===== src/rtl/des_key_mix.sv =====
// des_key_mix: DES round-key schedule plus E-expansion / key XOR stage.
// Takes one 32-bit right half R per handshake and registers
// E(R) ^ K(round) as eight 6-bit S-box fields.
// The schedule advances one round per accepted word and wraps after 16.
// Optional feature: define DES_KEYMIX_PARITY_CHK_EN to flag keys whose
// bytes are not odd parity on wKeyParErr. Otherwise wKeyParErr is tied low.
module des_key_mix (
  input  logic        wClk,
  input  logic        wRstN,
  input  logic        wKeyLoad,
  input  logic [63:0] wKey,
  input  logic        wDecrypt,
  input  logic        wRValid,
  input  logic [31:0] wRData,
  output logic        wRReady,
  output logic        wMixValid,
  output logic [47:0] wMixData,
  input  logic        wMixReady,
  output logic [3:0]  wRound,
  output logic        wLastRound,
  output logic        wKeyParErr
);

  typedef enum logic {MODE_ENC = 1'b0, MODE_DEC = 1'b1} mode_e;

  // FIPS 46-3 tables in DES bit numbering (bit 1 = MSB).
  localparam int PC1_TAB [56] = '{
    57, 49, 41, 33, 25, 17,  9,  1, 58, 50, 42, 34, 26, 18,
    10,  2, 59, 51, 43, 35, 27, 19, 11,  3, 60, 52, 44, 36,
    63, 55, 47, 39, 31, 23, 15,  7, 62, 54, 46, 38, 30, 22,
    14,  6, 61, 53, 45, 37, 29, 21, 13,  5, 28, 20, 12,  4};

  localparam int PC2_TAB [48] = '{
    14, 17, 11, 24,  1,  5,  3, 28, 15,  6, 21, 10,
    23, 19, 12,  4, 26,  8, 16,  7, 27, 20, 13,  2,
    41, 52, 31, 37, 47, 55, 30, 40, 51, 45, 33, 48,
    44, 49, 39, 56, 34, 53, 46, 42, 50, 36, 29, 32};

  localparam int E_TAB [48] = '{
    32,  1,  2,  3,  4,  5,  4,  5,  6,  7,  8,  9,
     8,  9, 10, 11, 12, 13, 12, 13, 14, 15, 16, 17,
    16, 17, 18, 19, 20, 21, 20, 21, 22, 23, 24, 25,
    24, 25, 26, 27, 28, 29, 28, 29, 30, 31, 32,  1};

  function automatic logic [55:0] pc1(input logic [63:0] k);
    logic [55:0] o;
    o = '0;
    for (int i = 0; i < 56; i++) o[6'(55 - i)] = k[6'(64 - PC1_TAB[i])];
    return o;
  endfunction

  function automatic logic [47:0] pc2(input logic [55:0] cd);
    logic [47:0] o;
    o = '0;
    for (int i = 0; i < 48; i++) o[6'(47 - i)] = cd[6'(56 - PC2_TAB[i])];
    return o;
  endfunction

  function automatic logic [47:0] expand(input logic [31:0] r);
    logic [47:0] o;
    o = '0;
    for (int i = 0; i < 48; i++) o[6'(47 - i)] = r[5'(32 - E_TAB[i])];
    return o;
  endfunction

  function automatic logic [27:0] rotl(input logic [27:0] v, input logic [1:0] n);
    case (n)
      2'd1:    return {v[26:0], v[27]};
      2'd2:    return {v[25:0], v[27:26]};
      default: return v;
    endcase
  endfunction

  function automatic logic [27:0] rotr(input logic [27:0] v, input logic [1:0] n);
    case (n)
      2'd1:    return {v[0], v[27:1]};
      2'd2:    return {v[1:0], v[27:2]};
      default: return v;
    endcase
  endfunction

  logic [27:0] c_q, d_q, c_nxt, d_nxt;
  logic [3:0]  cnt_q;
  mode_e       mode_q;
  logic        wrapped_q;
  logic [1:0]  amt;
  logic        single;
  logic        accept;
  logic [47:0] subkey;

  assign wRReady = ~wKeyLoad & (~wMixValid | wMixReady);
  assign accept  = wRValid & wRReady;
  assign subkey  = pc2({c_nxt, d_nxt});

  // Rotation for the round being accepted: left in encrypt, right in decrypt.
  always_comb begin
    // NOTE: every always_comb output gets a default first so no path leaves a latch.
    amt    = 2'd2;
    c_nxt  = c_q;
    d_nxt  = d_q;
    single = (cnt_q == 4'd0) || (cnt_q == 4'd1) || (cnt_q == 4'd8) || (cnt_q == 4'd15);
    if (mode_q == MODE_ENC) begin
      amt   = single ? 2'd1 : 2'd2;
      c_nxt = rotl(c_q, amt);
      d_nxt = rotl(d_q, amt);
    end else begin
      // Decrypt round 1 uses C16 = C0 directly after a load. On later passes
      // the state sits one left of C0 (encrypt round 1 is never undone), so
      // a single right step brings it back and the schedule repeats cleanly.
      if (cnt_q == 4'd0) amt = wrapped_q ? 2'd1 : 2'd0;
      else               amt = single ? 2'd1 : 2'd2;
      c_nxt = rotr(c_q, amt);
      d_nxt = rotr(d_q, amt);
    end
  end

  // Key schedule state: reload on wKeyLoad, advance one round per accept.
  always_ff @(posedge wClk or negedge wRstN) begin
    // NOTE: sequential state uses non-blocking assignment so all registers update together.
    if (!wRstN) begin
      c_q       <= '0;
      d_q       <= '0;
      cnt_q     <= '0;
      mode_q    <= MODE_ENC;
      wrapped_q <= 1'b0;
    end else if (wKeyLoad) begin
      c_q       <= pc1(wKey)[55:28];
      d_q       <= pc1(wKey)[27:0];
      cnt_q     <= '0;
      mode_q    <= wDecrypt ? MODE_DEC : MODE_ENC;
      wrapped_q <= 1'b0;
    end else if (accept) begin
      c_q   <= c_nxt;
      d_q   <= d_nxt;
      cnt_q <= cnt_q + 4'd1;
      if (cnt_q == 4'd15) wrapped_q <= 1'b1;
    end
  end

  // Single-entry output register with valid/ready handshake.
  always_ff @(posedge wClk or negedge wRstN) begin
    // NOTE: the data register is reset too, so wMixData reads zero after reset.
    if (!wRstN) begin
      wMixValid  <= 1'b0;
      wMixData   <= '0;
      wRound     <= '0;
      wLastRound <= 1'b0;
    end else if (accept) begin
      wMixValid  <= 1'b1;
      wMixData   <= expand(wRData) ^ subkey;
      wRound     <= cnt_q;
      wLastRound <= (cnt_q == 4'd15);
    end else if (wMixValid && wMixReady) begin
      wMixValid  <= 1'b0;
    end
  end

`ifdef DES_KEYMIX_PARITY_CHK_EN
  function automatic logic parity_bad(input logic [63:0] k);
    logic bad;
    bad = 1'b0;
    for (int b = 0; b < 8; b++) if (^k[b*8 +: 8] == 1'b0) bad = 1'b1;
    return bad;
  endfunction

  // Sticky until the next load: each load re-evaluates the key's byte parity.
  always_ff @(posedge wClk or negedge wRstN) begin
    if (!wRstN)        wKeyParErr <= 1'b0;
    else if (wKeyLoad) wKeyParErr <= parity_bad(wKey);
  end
`else
  assign wKeyParErr = 1'b0;
`endif

endmodule


===== config.mk =====
export PLATFORM = sky130hd
export DESIGN_NAME = des_key_mix
export DESIGN_NICKNAME = d
export VERILOG_FILES = /design/src/rtl/des_key_mix.sv
export SDC_FILE = /design/constraint.sdc
export NUM_CORES = 1
export LEC_CHECK = 0
export CORE_UTILIZATION = 40
export DETAILED_ROUTE_END_ITERATION = 12
export GPL_TIMING_DRIVEN = 0
export PLACE_DENSITY = 0.77
export SYNTH_ARGS = -nofsm -noshare
export SYNTH_HDL_FRONTEND = slang
export SYNTH_SLANG_ARGS = --single-unit

===== constraint.sdc =====
create_clock -name wClk -period 4.55 [get_ports wClk]
set_input_delay 0.91 -clock wClk [delete_from_list [all_inputs] [get_ports wClk]]
set_output_delay 0.91 -clock wClk [all_outputs]
set_load 0.02 [all_outputs]

==> metrics, run 1 <==
status=completed; core area=0.009819 sq mm; worst skew pair latency=0.36 ns; Sink Count=62; worst-case clock skew=roughly 0.0096 ns; worst-path fanout max=4; Worst Path Required=3.64 ns; cell with the most instances after synthesis=nand2_1; compound-cell area share of the yosys netlist=22.34%; Relative slew margins=34.68%; unrepaired setup endpoints after global routing=false; FF-to-FF setup slack=1.86 ns; crit path from=wMixReady; WL final=13460 um; Top delay family on crit path=buffers and inverters; count of cell types in the netlist=51; main flop type after synthesis=dfrtp_1; hold buffer count at cts=0; final sum of negative setup slack=0 ns; r2r startpoint=cnt_q[0]; area leader, netlist=dfrtp_1; Cells after Synth=465; top-area cell type share of the netlist area=a little under two fifths; ant diodes=0; CP Capture Type=primary output; Total GRT Usage=26.99%; Critical Path Sink=wRReady; Ports=158; Antenna Nets Post-Route=0; Yosys reg bits=62; Final setup viols=0; startpoint types=input pin; asr flop ratio synth=between 90% and 100%; area post-placement=just under 0.005 sq mm; via count=3908; fillers=940; post-route DRC violation count=0; final std cells w/o fill=about 700; peak supply drop=around 0.00014 V; first-pass GRT wire length=20780 um; Total Nets Final=669; clock-pin slew on the worst setup and hold paths=roughly 0.080 ns; CTS tree=yes; Initial Utilization=41.41%; internal power=1.292 mW; EDFF count, synth=0; hold path depth=2; vias in the first global route=3743; maximum clock frequency=0.3066 GHz; height of the die=102.8 um; gr ovfl total=0; worst-margin pin slew=slightly below 1 ns; worst hold slack=0.4837 ns; Synth Cell Area=0.004066 sq mm; Post-Synth XOR/XNOR Area=5.385%; slowest stage cell, crit path=clkdlybuf4s50_1; CTS buffer count=9; post-synthesis sequential area ratio=38.15%; Post-Place Cells=686; PwrDens=404.2 mW/mm^2; port bufs=62; min cycle time layout=3.262 ns; Reg2Reg Depth=8; first-iteration detailed-routing DRC count=between 300 and 400; most frequent cells after synthesis=nand2_1 (67), dfrtp_1 (62), buf_4 (30); pin count of the biggest net entering global routing=63; die width=102.8 um; CTS max path bufs=2; gpl congestion=about 0.90; # Max-Cap Violations=0; Sequential Power Share=34.3%; Final Cell Area=0.005164 sq mm; mux cell area share after synthesis=6.215%; largest family of logic cells by synthesized area=compound AO/OA/AOI/OAI gates; Worst path most repeated cell=clkdlybuf4s50_1; Setup Fix Bufs, Post-CTS=0; layout cells sized above 1=12.83%; root buffer cell=clkbuf_8; cell count along the critical path=4; Post-Synth Simple-Gate Area=between 10% and 20%; combinational share of power=39.1%; delay of the slowest critical-path stage=0.65 ns; FF-to-FF End=d_q[18]; Resize count post-CTS=0; vias per cell=5.567; sequential cell area=0.001551 sq mm; area occupied by multi-input gates=0.002153 sq mm; crit path kind=input pin to primary output; Post-Synth Adder-Cell Area=less than 1%; initial antenna violation count=0; HPWL after DPL=about 9400 um; Buf/Inv on CP=2; fin crit share=between 70% and 80%; # rows=36; Final Slew Violations=0; synth warn=0; critical-path cell list=clkdlybuf4s50_1 -> nand2b_1 -> nor2b_1 -> clkdlybuf4s50_1; die footprint=between 0.01 and 0.015 sq mm; Switching Power=0.7951 mW; synthesized area per cell=around 9 sq um; clock power share=between 20% and 30%; Final Hold Fails=0; Area contributors post-synth=dfrtp_1 (38%), nand2_1 (6.2%), mux2i_1 (5.7%); Area Growth Syn to Fin=26.98%; Worst Hold Class=flip-flop to flip-flop; utilization after layout=52.59%; leakage=around 2.2 nW; switching share of power=38.10%; Avg WL per Cell=19.18 um; # H-tree levels=3; worst path arrival time=approximately 2.4 ns; DRT Pass-1 Iters=5
-- registers in the layout, summed over array words and instances (netlist names) --
signal and flops:
wMixValid 1, mode_q 1, wrapped_q 1, cnt_q 4
wMixData 22, d_q 28, wRound 4, wLastRound 1
-- area by class of cell --
| cell class | count | share of cell area [%] |
|---|---|---|
| Buffer | 65 | 7.802 |
| Sequential cell | 62 | 30.05 |
| Tap cell | 133 | 3.223 |
| Clock inverter | 5 | 1.623 |
| Clock buffer | 11 | 2.544 |
| Multi-Input combinational cell | 349 | 41.70 |
| Timing Repair Buffer | 62 | 11.97 |
| Inverter | 15 | 1.090 |
-- worst register-to-register path, delay by kind of cell (launching register included) --
| kind | cells | cell delay, ns |
|---|---|---|
| buffers and inverters | 2 | 0.33 |
| adder cells (fa/ha/maj) | 1 | 0.23 |
| flip-flops | 1 | 0.44 |
| AO/OA/AOI/OAI | 4 | 1.37 |
| AND/OR/NAND/NOR | 1 | 0.18 |
-- layout by cell type (no fill, tap or decap), types with 16 or more instances in the layout --
| master | n |
|---|---|
| a21oi_1 | 16 |
| clkbuf_1 | 22 |
| dfrtp_1 | 62 |
| nor2_1 | 29 |
| conb_1 | 27 |
| buf_4 | 31 |
| a211oi_1 | 28 |
| mux2i_1 | 23 |
| xnor2_1 | 18 |
| o21ai_0 | 25 |
| clkdlybuf4s50_1 | 61 |
| nand2_1 | 67 |
| o21ai_1 | 16 |
-- logic make-up (layout without fill, tap and decap cells) --
logic type               after synthesis  after routing
multiplexers                          25             25
flip-flops                            62             62
adder cells (fa/ha/maj)                3              3
other                                  1             27
AO/OA/AOI/OAI                        131            131
buffers and inverters                 80            158
XOR/XNOR                              25             25
AND/OR/NAND/NOR                      138            138
-- routing by layer --
layer	vias to the layer above	GRT usage, %	wire length (um)
met5	-	0	0
met4	0	13.00	437
met3	33	7.390	1115
met2	217	41.54	6253
met1	1863	35.09	5657
li1	1795	-	-
-- worst min-delay path by stage --
stage           startpoint          end  slack [ns]
2_1_floorplan     cnt_q[1]     cnt_q[1]        0.54
3_3_place_gp     wRound[2]    wRound[2]        0.46
3_5_place_dp     wRound[2]    wRound[2]        0.47
4_1_cts        wMixData[2]  wMixData[2]        0.49
5_1_grt        wMixData[4]  wMixData[4]        0.52
6_report       wMixData[4]  wMixData[4]        0.48
-- power groups by stage --
stage / clock network [mW] / registers [mW] / logic [mW]
3_5_place_dp: 0 / 0.724 / 0.805
2_1_floorplan: 0 / 0.777 / 0.441
6_report: 0.555 / 0.716 / 0.816
5_1_grt: 0.592 / 0.727 / 0.880
3_3_place_gp: 0 / 0.722 / 0.800
4_1_cts: 0.560 / 0.714 / 0.807
-- stage by stage --
| step | worst slack [ns] | total power, mW |
|---|---|---|
| floorplan | 2.229 | 1.218 |
| global placement | 0.5147 | 1.521 |
| detailed placement | 1.300 | 1.530 |
| CTS | 1.296 | 2.081 |
| global route | 1.219 | 2.199 |
| finish | 1.288 | 2.087 |
(Power assumes the default switching activity.)
==> inputs of run 2 (changes only) <==
--- a/config.mk
+++ b/config.mk
@@ -8,7 +8,7 @@
 export CORE_UTILIZATION = 40
 export DETAILED_ROUTE_END_ITERATION = 12
 export GPL_TIMING_DRIVEN = 0
-export PLACE_DENSITY = 0.77
+export PLACE_DENSITY = 0.8
 export SYNTH_ARGS = -nofsm -noshare
 export SYNTH_HDL_FRONTEND = slang
 export SYNTH_SLANG_ARGS = --single-unit
==> constraint.sdc (replaced) <==
create_clock -name wClk -period 3 [get_ports wClk]
set_input_delay 0.6 -clock wClk [delete_from_list [all_inputs] [get_ports wClk]]
set_output_delay 0.6 -clock wClk [all_outputs]
set_load 0.02 [all_outputs]
==> run 2 against run 1 <==
Effect of this change:
- first-iteration DRC count rose by 23%
- register-to-register slack got worse by 1.5 ns
- sequential power up 52%
- critical endpoint is now d_q[9]
- largest power group unchanged
==> metrics, run 2 (synthesized netlist as in run 1, its figures left out) <==
status=completed; Setup Fix Bufs, Post-CTS=0; Final Hold Fails=0; Resize count post-CTS=0; CTS max path bufs=2; root buffer cell=clkbuf_8; Buf/Inv on CP=2; # H-tree levels=3; worst hold slack=0.2601 ns; CTS buffer count=9; fin crit share=about nine tenths; worst path arrival time=2.91 ns; delay of the slowest critical-path stage=0.51 ns; Avg WL per Cell=roughly 19 um; Worst Hold Class=input pin to asynchronous set/reset pin; clock-pin slew on the worst setup and hold paths=0.08 ns; die footprint=0.01057 sq mm; critical-path cell list=inv_1 -> ha_1 -> nor2_1 -> clkbuf_1 -> a211oi_1 -> a21oi_1 -> o32ai_2 -> a221o_1; min cycle time layout=2.660 ns; PwrDens=621.8 mW/mm^2; slowest stage cell, crit path=clkbuf_1; Top delay family on crit path=compound AO/OA/AOI/OAI gates; worst-case clock skew=0.006305 ns; Initial Utilization=about two fifths; CTS tree=yes; Final setup viols=0; Ports=about 160; Antenna Nets Post-Route=0; HPWL after DPL=9478 um; worst-margin pin slew=about 0.9 ns; CP Capture Type=flip-flop; peak supply drop=~0.00025 V; ant diodes=0; Total GRT Usage=26.48%; core area=0.009819 sq mm; startpoint types=flip-flop; first-pass GRT wire length=20470 um; DRT Pass-1 Iters=5; Most flops, register=d_q; # rows=36; max reg flops=28; gr ovfl total=0; vias per cell=5.548; Final Slew Violations=0; first-iteration detailed-routing DRC count=413; fillers=955; # Max-Cap Violations=0; post-route DRC violation count=0; crit path kind=flip-flop to flip-flop; most frequent cells in the layout=nand2_1 (67), dfrtp_1 (62), clkdlybuf4s50_1 (61); height of the die=102.8 um; initial antenna violation count=0; Largest regs=d_q (28), wMixData (22); maximum clock frequency=0.3759 GHz; hold buffer count at cts=0; die width=102.8 um; unrepaired setup endpoints after global routing=false; vias in the first global route=about 3700; gpl congestion=0.9186; area post-placement=a little under 0.005 sq mm; pin count of the biggest net entering global routing=37; Worst Path Required=3.25 ns; Relative slew margins=about two fifths; port bufs=62; WL final=13300 um; via count=just under 4000; worst-path fanout max=10; Total Nets Final=670; worst skew pair latency=roughly 0.36 ns; Area Growth Syn to Fin=27.97%; Final Cell Area=0.005204 sq mm; Sink Count=just over 60; leakage=2.205 nW; layout cells sized above 1=13.16%; most common cell after layout, fill and taps aside=nand2_1; Pwr Total=about 3.2 mW
==> run 2: metrics by stage <==
stage,setup TNS [ns],std cells,utilization [%],setup WS (ns)
2_1_floorplan,0,491,-,0.8800
3_3_place_gp,-43.36,686,50.42,-0.7048
3_5_place_dp,0,687,50.57,0.2105
4_1_cts,0,703,52.99,0.3880
5_1_grt,0,703,52.99,0.1934
6_report,0,703,52.99,0.3396
==> run 2: worst paths after layout <==
check                               start            to  slack, ns  cells past startpoint
min in group wClk               wRound[2]     wRound[2]       0.48                      2
worst min-delay path                wRstN   wMixData[5]       0.26                      1
max in group asynchronous           wRstN  wMixData[20]       2.11                      2
worst max register to register   cnt_q[0]        d_q[9]       0.34                      8
worst min register to register  wRound[2]     wRound[2]       0.48                      2
worst max-delay path             cnt_q[0]        d_q[9]       0.34                      8
==> run 2: layout make-up <==
type	count	area, sq um	share of cell area, %
clock buffers	10	127.6	2.453
flip-flops and latches	62	1551	29.81
well taps	133	166.4	3.198
repair buffers	63	635.6	12.21
plain buffers	65	402.9	7.742
inverters	15	56.30	1.082
clock inverters	6	110.1	2.116
multi-input cells	349	2153	41.38
==> run 2: report_power, final <==
part           switching [mW]  leakage, nW  internal [mW]
logic                   0.708         1.30          0.525
registers               0.120        0.795          0.967
clock network           0.365        0.112          0.551
==> run 2: layer usage <==
metal / global-route usage (%) / vias to the layer above / share of wire [%]
met5: 0 / - / 0
met4: 10.94 / 0 / 2.7
met3: 5.153 / 35 / 7.7
met2: 42.67 / 204 / 47
met1: 34.85 / 1864 / 43
li1: - / 1797 / -
